==> config.mk <==
export PLATFORM = sky130hd
export DESIGN_NAME = align_shift_right
export DESIGN_NICKNAME = d
export VERILOG_FILES = /design/src/rtl/align_shift_right.sv
export SDC_FILE = /design/constraint.sdc
export NUM_CORES = 1
export LEC_CHECK = 0
export BUFFER_PORTS_ARGS = -buffer_cell sky130_fd_sc_hd__buf_4
export CORE_UTILIZATION = 53
export DETAILED_ROUTE_END_ITERATION = 7
export PLACE_DENSITY = 0.84
export SLEW_MARGIN = 10
export SYNTH_ARGS = -nofsm -noshare
export SYNTH_HDL_FRONTEND = slang
export SYNTH_SLANG_ARGS = --single-unit
==> constraint.sdc <==
create_clock -name clk -period 1.43 [get_ports clk]
set_input_delay 0.3575 -clock clk [delete_from_list [all_inputs] [get_ports clk]]
set_output_delay 0.3575 -clock clk [all_outputs]
set_load 0.1 [all_outputs]
==> src/rtl/align_shift_right.sv <==
// align_shift_right: five-stage pipelined right shifter with sticky collapse for fp_adder operand alignment
module align_shift_right #(
  parameter int TAG_W = 9
) (
  input  logic             clk,
  input  logic             rst_n,
  input  logic             in_valid,
  output logic             in_ready,
  input  logic [23:0]      mant_in,
  input  logic [7:0]       shift_in,
  input  logic [TAG_W-1:0] tag_in,
  output logic             out_valid,
  input  logic             out_ready,
  output logic [26:0]      mant_out,
  output logic [TAG_W-1:0] tag_out
);
  logic                  en;
  logic [4:0]            v_q, v_d, vi;
  logic [4:0][26:0]      m_q, m_d, mi;
  logic [4:0][4:0]       a_q, a_d, ai;
  logic [4:0][TAG_W-1:0] t_q, t_d, ti;
  assign en = ~v_q[4] | out_ready;
  assign vi = {v_q[3:0], in_valid};
  assign mi = {m_q[3:0], {mant_in, 3'b000}};
  assign ai = {a_q[3:0], shift_in >= 8'd32 ? 5'd31 : shift_in[4:0]};
  assign ti = {t_q[3:0], tag_in};
  for (genvar i = 0; i < 5; i++) begin : g_stage
    localparam int S = 16 >> i;
    logic [26:0] sh;
    assign sh = mi[i] >> S;
    assign m_d[i] = !en ? m_q[i] : ai[i][4-i] ? {sh[26:1], sh[0] | (|mi[i][S-1:0])} : mi[i];
  end
  always_comb begin
    v_d = en ? vi : v_q;
    a_d = en ? ai : a_q;
    t_d = en ? ti : t_q;
  end
  always_ff @(posedge clk) begin
    if (!rst_n) begin
      v_q <= '0;
      m_q <= '0;
      a_q <= '0;
      t_q <= '0;
    end else begin
      v_q <= v_d;
      m_q <= m_d;
      a_q <= a_d;
      t_q <= t_d;
    end
  end
  assign in_ready  = en;
  assign out_valid = v_q[4];
  assign mant_out  = m_q[4];
  assign tag_out   = t_q[4];
endmodule
==> run metrics <==
final wirelength between 15,000 and 20,000 um; #FFs+latches synth around 200; worst reg-to-reg path cell count 6; vias in the first global route approximately 5,600; Hold Buf Count CTS 0; Routed Antenna Nets 0; core area approximately 0.015 mm^2; commonest non-fill, non-tap cell in the layout nand2_1; Fmax achieved 0.649 GHz; final cell count without fillers roughly 1,200; Initial Util 0.549; post-synth top area share 0.463; Fill cells about 1,200; CTS buffer count 17; CP Capture Type primary output; first-pass GRT wire length about 28,000 um; gr usage total 0.208; ANT cells 0; Worst R2R Start v_q[4]; min-delay src in_valid; commonest non-fill, non-tap cells in the layout 248 x nand2_1, 194 x dfxtp_1, 89 x mux2i_1, 89 x o211a_1, 81 x a21boi_0; root buf cell clkbuf_16; hold path endpoint v_q[0]; pin count of the biggest net entering global routing 89; minimum clock period ~1.5 ns; Area Overhead vs Synth 19.6%; Post-Syn Nets approximately 950; Final Util 0.656; NumNets Final between 900 and 1,000; synthesized area per cell ~9.3 um^2; Port Buffer Count between 80 and 90; TritonCTS clock tree done; clock skew 0.00722 ns; CP startpoint kind register; Yosys warning count 0; antenna violations before repair 0; WL/cell between 15 and 20 um; Worst-path clk slew 0.07 ns; Post-synth EDFFs 0; slew margin rel. 0.754; Distinct cells, synth 25; Slew @ Worst Pin 0.366 ns; clk buf depth 2; Post-DP HPWL around 11,000 um; Num Clock Sinks around 200; GPL Wtd Cong a little over 0.8; Hold Path Stages 3; maximum vdd drop just under 0.9 mV; placed cells approximately 1,100; Setup violations, final 7; max-cap viol count 0; Vias ~6,400; final setup margin -0.111 ns; Worst EP arrival roughly 1.2 ns; required time of the critical path around 1.1 ns; RSZ-0062 raised after global routing true; failing checks setup timing; cell area after synthesis 0.00843 mm^2; Primary FF master, synth dfxtp_1; H-tree depth 4; I/O pin total 83; ys async rst share 0; Mapped Cells around 910; register area share after synthesis 0.463; Die Y-Extent 128 um; detailed router's first-iteration violation count approximately 530; PD cells ~1100 mW/mm^2; Die Area 0.0164 mm^2; worst r2r dst t_q[18]; WS Path Type reg2out; Final Hold Vio Count 0; Hold WS between 0.15 and 0.2 ns; Max Slew Vio Count 0; # DRC 0; Row Count 45; share of layout cells above drive strength 1 0.168; Final Cycle Share 1.08; Setup TNS Final -0.320 ns; Die Width between 100 and 150 um; reg2reg setup slack -0.10 ns; Pre-Repair DR Iteration Count 5; ranking of synthesized cells by area dfxtp_1 46%, nand2_1 11%, mux2i_1 11%; Hold WC Path Type in2reg; Synth area leader dfxtp_1; static leakage 4.91 nW; crit-path max FO 2; status finished with violations; grt ovf 0; worst-skew pair later-pin latency 0.43 ns; vias per cell approximately 5.6
==> kinds of logic after synthesis <==
logic type	share of synthesized area
simple gates	0.147
compound gates	0.209
flops	0.463
buf+inv	0.0749
mux	0.106
==> critical path, stage by stage, from the launching register on <==
cell     delay, ns
dfxtp_4       0.34
nor2b_4       0.20
inv_8         0.05
buf_12        0.16
==> layout make-up <==
class                           instances  area (um^2)  share of cell area
Tap cell                              211          264              0.0262
Inverter                                1         11.3             0.00112
Multi-Input combinational cell        596         3930               0.390
Timing Repair Buffer                  119         1400               0.139
Clock inverter                         12          121              0.0120
Clock buffer                           20          447              0.0443
Sequential cell                       195         3910               0.387
==> worst max path at each step <==
stage	start	end	slack, ns	cells past startpoint
after detailed placement	shift_in[6]	m_q[0]	-0.12	4
after floorplan	v_q[4]	in_ready	-0.04	4
final	v_q[4]	in_ready	-0.11	3
after global routing	v_q[4]	t_q[18]	-0.15	6
after global placement	shift_in[6]	m_q[0]	-0.08	4
after CTS	v_q[4]	in_ready	-0.13	3
==> registers in the layout (all words and copies together), names as in the netlist <==
signal,count
tag_out,9
m_q,15
t_q,36
g_stage.sh,93
mant_out,27
v_q,5
a_q,10
==> cell usage after synthesis (8+ instances only) <==
| master | n |
|---|---|
| a31oi_1 | 8 |
| buf_4 | 40 |
| o21ai_0 | 14 |
| buf_2 | 37 |
| o211a_1 | 89 |
| nand3_1 | 18 |
| nand2_1 | 248 |
| nand3b_1 | 15 |
| mux2i_1 | 89 |
| clkbuf_1 | 38 |
| a21boi_0 | 83 |
| dfxtp_1 | 195 |
==> stage by stage <==
stage	power (mW)	area (um^2)	worst slack [ns]
after detailed placement	6.55	9080	-0.125
after floorplan	6.30	8510	-0.0429
after CTS	11.1	9800	-0.127
final	11.1	10100	-0.111
after global placement	6.54	9080	-0.0831
after global routing	11.4	10100	-0.151
==> power breakdown <==
| group | total [mW] | leakage [nW] | internal, mW | switching, mW |
|---|---|---|---|---|
| Sequential | 5.67 | 1.59 | 5.57 | 0.0992 |
| Combinational | 0.820 | 3.06 | 0.385 | 0.435 |
| Clock | 4.58 | 0.270 | 2.48 | 2.10 |
| Total | 11.1 | 4.91 | 8.43 | 2.63 |
==> per-layer routing <==
metal | vias up | GRT usage | wire length, um
met5 | - | 0 | 0
met4 | 0 | 0.0720 | 252
met3 | 21 | 0.0463 | 843
met2 | 188 | 0.324 | 8730
met1 | 3061 | 0.284 | 8310
li1 | 3153 | - | -
==> what timing repair did <==
| action | 4_1_cts | 5_1_grt |
|---|---|---|
| gates resized for setup | 32 | 32 |
| pin swaps | 1 | 2 |
| gates cloned | 0 | 7 |
| endpoints found under the setup margin | 27 | 149 |
| setup buffers | 3 | 0 |
Note: power is estimated with default switching activity, not from simulation.
